## src/rtl/task_7_in.sv

```systemverilog
// task_7_in: input stage of task 7.
// Captures one whole manager packet into a register array, then replays it to
// the task core over a valid/ready link with a last-byte marker. Bytes beyond
// DEPTH are dropped and flagged through a sticky overflow indication.
module task_7_in #(
    parameter int DATA_WIDTH = 8,
    parameter int DEPTH      = 64
) (
    input  logic                  i_clk,
    input  logic                  i_rst,
    input  logic [DATA_WIDTH-1:0] i_tdata,
    input  logic                  i_tvalid,
    input  logic                  i_tlast,
    output logic                  o_tready,
    output logic [DATA_WIDTH-1:0] o_data,
    output logic                  o_data_valid,
    input  logic                  i_core_ready,
    output logic                  o_input_last,
    output logic                  o_busy,
    output logic                  o_overflow,
    output logic [11:0]           o_packet_size_in_bytes
);

    // count must reach DEPTH itself; addresses only need 0..DEPTH-1
    localparam int CW = $clog2(DEPTH + 1);
    localparam int AW = $clog2(DEPTH);
    localparam logic [CW-1:0] DEPTH_C = CW'(DEPTH);

    typedef enum logic [1:0] {
        S_IDLE  = 2'd0,
        S_RECV  = 2'd1,
        S_DRAIN = 2'd2
    } state_t;

    state_t                state_q, state_d;
    logic [CW-1:0]         count_q, count_d;
    logic [AW-1:0]         rd_ptr_q, rd_ptr_d;
    logic                  overflow_q, overflow_d;
    logic [DATA_WIDTH-1:0] mem_q [DEPTH];

    logic                  tready_s;
    logic                  data_valid_s;
    logic                  last_s;
    logic                  accept_s;
    logic                  xfer_s;
    logic                  mem_we_s;
    logic [AW-1:0]         mem_waddr_s;

    // Output decode from the registered state (combinational, no extra latency)
    always_comb begin
        tready_s     = 1'b0;
        data_valid_s = 1'b0;
        last_s       = 1'b0;
        case (state_q)
            S_IDLE: begin
                tready_s = ~i_rst;
            end
            S_RECV: begin
                tready_s = ~i_rst;
            end
            S_DRAIN: begin
                data_valid_s = 1'b1;
                last_s       = (CW'(rd_ptr_q) == (count_q - CW'(1)));
            end
            default: begin
                tready_s     = 1'b0;
                data_valid_s = 1'b0;
                last_s       = 1'b0;
            end
        endcase
    end

    assign accept_s = i_tvalid & tready_s;
    assign xfer_s   = data_valid_s & i_core_ready;

    // Next-state, counter, pointer and buffer-write decode
    always_comb begin
        state_d     = state_q;
        count_d     = count_q;
        rd_ptr_d    = rd_ptr_q;
        overflow_d  = overflow_q;
        mem_we_s    = 1'b0;
        mem_waddr_s = {AW{1'b0}};
        case (state_q)
            S_IDLE: begin
                if (accept_s) begin
                    mem_we_s    = 1'b1;
                    mem_waddr_s = {AW{1'b0}};
                    count_d     = CW'(1);
                    state_d     = i_tlast ? S_DRAIN : S_RECV;
                end else begin
                    state_d = S_IDLE;
                end
            end
            S_RECV: begin
                if (accept_s) begin
                    if (count_q < DEPTH_C) begin
                        mem_we_s    = 1'b1;
                        mem_waddr_s = count_q[AW-1:0];
                        count_d     = count_q + CW'(1);
                    end else begin
                        // buffer full: byte dropped, overflow stays set until idle
                        overflow_d = 1'b1;
                    end
                    if (i_tlast) begin
                        state_d = S_DRAIN;
                    end else begin
                        state_d = S_RECV;
                    end
                end else begin
                    state_d = S_RECV;
                end
            end
            S_DRAIN: begin
                if (xfer_s) begin
                    if (last_s) begin
                        state_d    = S_IDLE;
                        rd_ptr_d   = {AW{1'b0}};
                        count_d    = {CW{1'b0}};
                        overflow_d = 1'b0;
                    end else begin
                        rd_ptr_d = rd_ptr_q + AW'(1);
                    end
                end else begin
                    state_d = S_DRAIN;
                end
            end
            default: begin
                state_d    = S_IDLE;
                count_d    = {CW{1'b0}};
                rd_ptr_d   = {AW{1'b0}};
                overflow_d = 1'b0;
            end
        endcase
    end

    // Control registers with synchronous active-high reset
    always_ff @(posedge i_clk) begin
        if (i_rst) begin
            state_q    <= S_IDLE;
            count_q    <= {CW{1'b0}};
            rd_ptr_q   <= {AW{1'b0}};
            overflow_q <= 1'b0;
        end else begin
            state_q    <= state_d;
            count_q    <= count_d;
            rd_ptr_q   <= rd_ptr_d;
            overflow_q <= overflow_d;
        end
    end

    // Packet buffer write port; contents need no reset since count gates reads
    always_ff @(posedge i_clk) begin
        if (mem_we_s) begin
            mem_q[mem_waddr_s] <= i_tdata;
        end
    end

    assign o_tready               = tready_s;
    assign o_data_valid           = data_valid_s;
    assign o_data                 = data_valid_s ? mem_q[rd_ptr_q] : {DATA_WIDTH{1'b0}};
    assign o_input_last           = last_s;
    assign o_busy                 = (state_q != S_IDLE);
    assign o_overflow             = overflow_q;
    assign o_packet_size_in_bytes = 12'(count_q);

endmodule

```

## config.mk

```make
export PLATFORM = sky130hd
export DESIGN_NAME = task_7_in
export DESIGN_NICKNAME = d
export VERILOG_FILES = /design/src/rtl/task_7_in.sv
export SDC_FILE = /design/constraint.sdc
export NUM_CORES = 1
export LEC_CHECK = 0
export BUFFER_PORTS_ARGS = -buffer_cell sky130_fd_sc_hd__buf_4
export CORE_ASPECT_RATIO = 0.8
export CORE_MARGIN = 8
export CORE_UTILIZATION = 65
export CTS_CLUSTER_DIAMETER = 80
export DETAILED_ROUTE_END_ITERATION = 12
export GPL_ROUTABILITY_DRIVEN = 0
export GPL_TIMING_DRIVEN = 0
export MAX_ROUTING_LAYER = met4
export PLACE_DENSITY = 0.82
export SETUP_SLACK_MARGIN = 0.3
export SLEW_MARGIN = 20
export SYNTH_ARGS = -nofsm -noshare
export SYNTH_HDL_FRONTEND = slang
export SYNTH_SLANG_ARGS = --single-unit
```

## constraint.sdc

```tcl
create_clock -name i_clk -period 6.1 [get_ports i_clk]
set_input_delay 0.305 -clock i_clk [delete_from_list [all_inputs] [get_ports i_clk]]
set_output_delay 0.305 -clock i_clk [all_outputs]
set_load 0.05 [all_outputs]
```

==> flow_metrics.env <==
export IMPL_grt_pass1_vias=11100
export IMPL_fin_worst_skew_ps=13.5
export IMPL_max_slew_margin_pct=15.4
export IMPL_synth_ff_type="edfxtp_1"
export IMPL_worst_setup_path_end_kind="primary output"
export IMPL_p_int_mw=5.73
export IMPL_arrival_ps=4080
export IMPL_cts_setup_buffers=0
export IMPL_clock_path_buffers=3
export IMPL_clockPowerShare_pct=41.0
export IMPL_post_route_period_util_pct=71.8
export IMPL_max_freq_ghz=0.228
export IMPL_final_cell_mix="512 x edfxtp_1, 145 x mux4_2, 89 x nor2_1"
export IMPL_drive_gt1_share_pct=25.7
export IMPL_synth_largest_area_cell="edfxtp_1"
export IMPL_num_vias=11200
export IMPL_seq_area_frac_synth_pct=75.0
export IMPL_row_count=59
export IMPL_synth_area_top_cells="edfxtp_1 73%, mux4_2 15%, dfxtp_1 2.1%, nor2_1 1.6%, mux2i_1 0.76%"
export IMPL_synth_top_area_share_pct=72.9
export IMPL_hold_class="input port to register"
export IMPL_cpLargestDelayFamily="buffers and inverters"
export IMPL_crit_chain="buf_2 -> clkbuf_1 -> buf_2 -> mux4_2 -> mux2i_1 -> a211oi_1 -> o21ai_1 -> o21ai_1 -> buf_4"
export IMPL_final_setup_worst_slack_ps=1720
export IMPL_crit_type="register to primary output"
export IMPL_io_pins=38
export IMPL_syn_mean_instance_area_um2=20.7
export IMPL_cp_num_buf_inv=4
export IMPL_start_util_pct=65.4
export IMPL_pre_cts_ws_ps=2510
export IMPL_grt_usage_pct=28.7
export IMPL_synthXorXnorAreaFrac_pct=0.332
export IMPL_clkSinkCount=534
export IMPL_htree_levels=2
export IMPL_swShare_pct=20.7
export IMPL_tritoncts="yes"
export IMPL_layout_commonest_cell="edfxtp_1"
export IMPL_max_cap_violations=0
export IMPL_die_y_um=177
export IMPL_syn_area_um2=21100
export IMPL_wire_per_inst_um=33.8
export IMPL_rsz0062_at_grt="no"
export IMPL_gr_total_overflow=0
export IMPL_synth_compound_area_share_pct=2.77
export IMPL_setup_viol=0
export IMPL_crit_slowest_cell="clkbuf_1"
export IMPL_period_minus_slack_ps=4380
export IMPL_clkTransAtPathRegs_ps=70
export IMPL_yosysUniqueCellTypes=57
export IMPL_wirelength_mm=53.2
export IMPL_drtPass1Iterations=6
export IMPL_hold_violations=0
export IMPL_clock_latency_ps=570
export IMPL_die_area_um2=38500
export IMPL_hpwlAfterDp_mm=32.2
export IMPL_ys_seq_elements=534
export IMPL_synth_cells=1021
export IMPL_fin_nets=1128
export IMPL_hold_slack_ps=65.1
export IMPL_synth_simple_gate_area_share_pct=3.66
export IMPL_io_buffers=32
export IMPL_yosys_warnings=0
export IMPL_synth_adder_area_share_pct=0.178
export IMPL_total_power_mw=7.22
export IMPL_worstMarginPinSlew_ps=1270
export IMPL_cts_root_buf="clkbuf_16"
export IMPL_drtIter0Drc=1643
export IMPL_power_density_nw_per_um2=308
export IMPL_grt_max_degree=65
export IMPL_slowest_delay_ps=830
export IMPL_antenna_left=0
export IMPL_cts_made_buffers=48
export IMPL_syn_to_final_growth_pct=11.1
export IMPL_antenna_found_initial=1
export IMPL_drc=0
export IMPL_status="finished clean"
export IMPL_finalSetupTns_ps=0
export IMPL_synth_edf_count=512
export IMPL_synth_top_family_by_area="multiplexers"
export IMPL_ir_worst_vdd_mv=0.273
export IMPL_muxShareOfSynthArea_pct=16.3
export IMPL_slew_viol_final=0
export IMPL_design_core_area_um2=32300
export IMPL_viasPerCell=7.13
export IMPL_required_ps=5790
export IMPL_power_switching_mw=1.49
export IMPL_p_seq_share_pct=55.7
export IMPL_leakage_nw=7.15
export IMPL_p_comb_share_pct=3.4
export IMPL_async_flop_share_pct=0
export IMPL_critical_path_startpoint_type="register"
export IMPL_die_x_um=217
export IMPL_cp_max_fo=10
export IMPL_grt_pass1_wl_mm=76.2
-- area by class of cell --
cell class / instances / area [µm²]
Clock buffer: 55 / 1250
Timing Repair Buffer: 37 / 283
Buffer: 59 / 342
Clock inverter: 31 / 251
Antenna cell: 1 / 2.50
Sequential cell: 534 / 15800
Inverter: 7 / 26.3
Multi-Input combinational cell: 425 / 4930
Fill cell: 1757 / 8830
Tap cell: 427 / 534
-- path summary, 6_finish.rpt --
check        cells after the start  slack (ps)        from            to
max                              9        1720    register     o_data[5]
min                              3          70    i_tvalid    state_q[1]
max reg2reg                      8        2430  state_q[1]  mem_q[44][5]
min reg2reg                      2         480  o_overflow    o_overflow
-- tightest hold or removal path, cell delays in order --
cell      delay (ps)
buf_4            130
nand3b_1          80
a21oi_1           60
-- cell families after synthesis --
group	Yosys count
compound gates	81
xor+xnor	8
fa+ha+maj	3
buf+inv	66
flops	534
mux	162
other cells	1
simple gates	166
-- synthesized netlist by cell type, types with 5 or more instances --
master and number:
buf_4 13, nand2_1 16, buf_6 7, buf_2 15
mux2i_1 16, nand3_1 10, nand4_1 5, inv_1 7
o21ai_0 6, nor2_1 89, a21oi_1 14, a211oi_1 9
a22oi_1 5, edfxtp_1 512, nor3_1 5, clkbuf_1 21
dfxtp_1 22, o22ai_1 5, or3_1 6, mux4_2 145
nor2b_1 8, nand2b_1 7, o21ai_1 5
-- power groups by stage --
stage	sequential [mW]	clock, mW	combinational, mW
after floorplan	4.10	0	0.125
after detailed placement	4.10	0	0.235
after CTS	4.02	2.95	0.238
after global placement	4.10	0	0.226
final	4.02	2.96	0.242
after global routing	4.02	3.09	0.253
-- per-stage QoR --
| stage | cell area [µm²] | util (%) | instances |
|---|---|---|---|
| CTS | 23400 | 72.6 | 1575 |
| detailed placement | 21900 | 67.9 | 1487 |
| global placement | 21900 | 67.8 | 1484 |
| global route | 23400 | 72.6 | 1576 |
| floorplan | 21100 | - | 1025 |
| finish | 23400 | 72.6 | 1576 |
-- sequential cells by signal, indices dropped and copies added (netlist names), named ones only --
register and count:
count_q 7, mem_q 512, o_overflow 1, rd_ptr_q 6, state_q 2
-- metal layers --
layer,track usage (%),share of wire (%),vias to the layer above
met1,37.9,36,5730
met5,-,0,-
met2,43.3,48,919
li1,-,-,4432
met4,10.9,3.9,0
met3,7.60,13,151
-- repair_timing --
| item | CTS | global route |
|---|---|---|
| hold endpoints to repair | 1 | 0 |
| resized for setup | 0 | 0 |
| hold buffers | 2 | 0 |
Note: power is estimated with default switching activity, not from simulation.
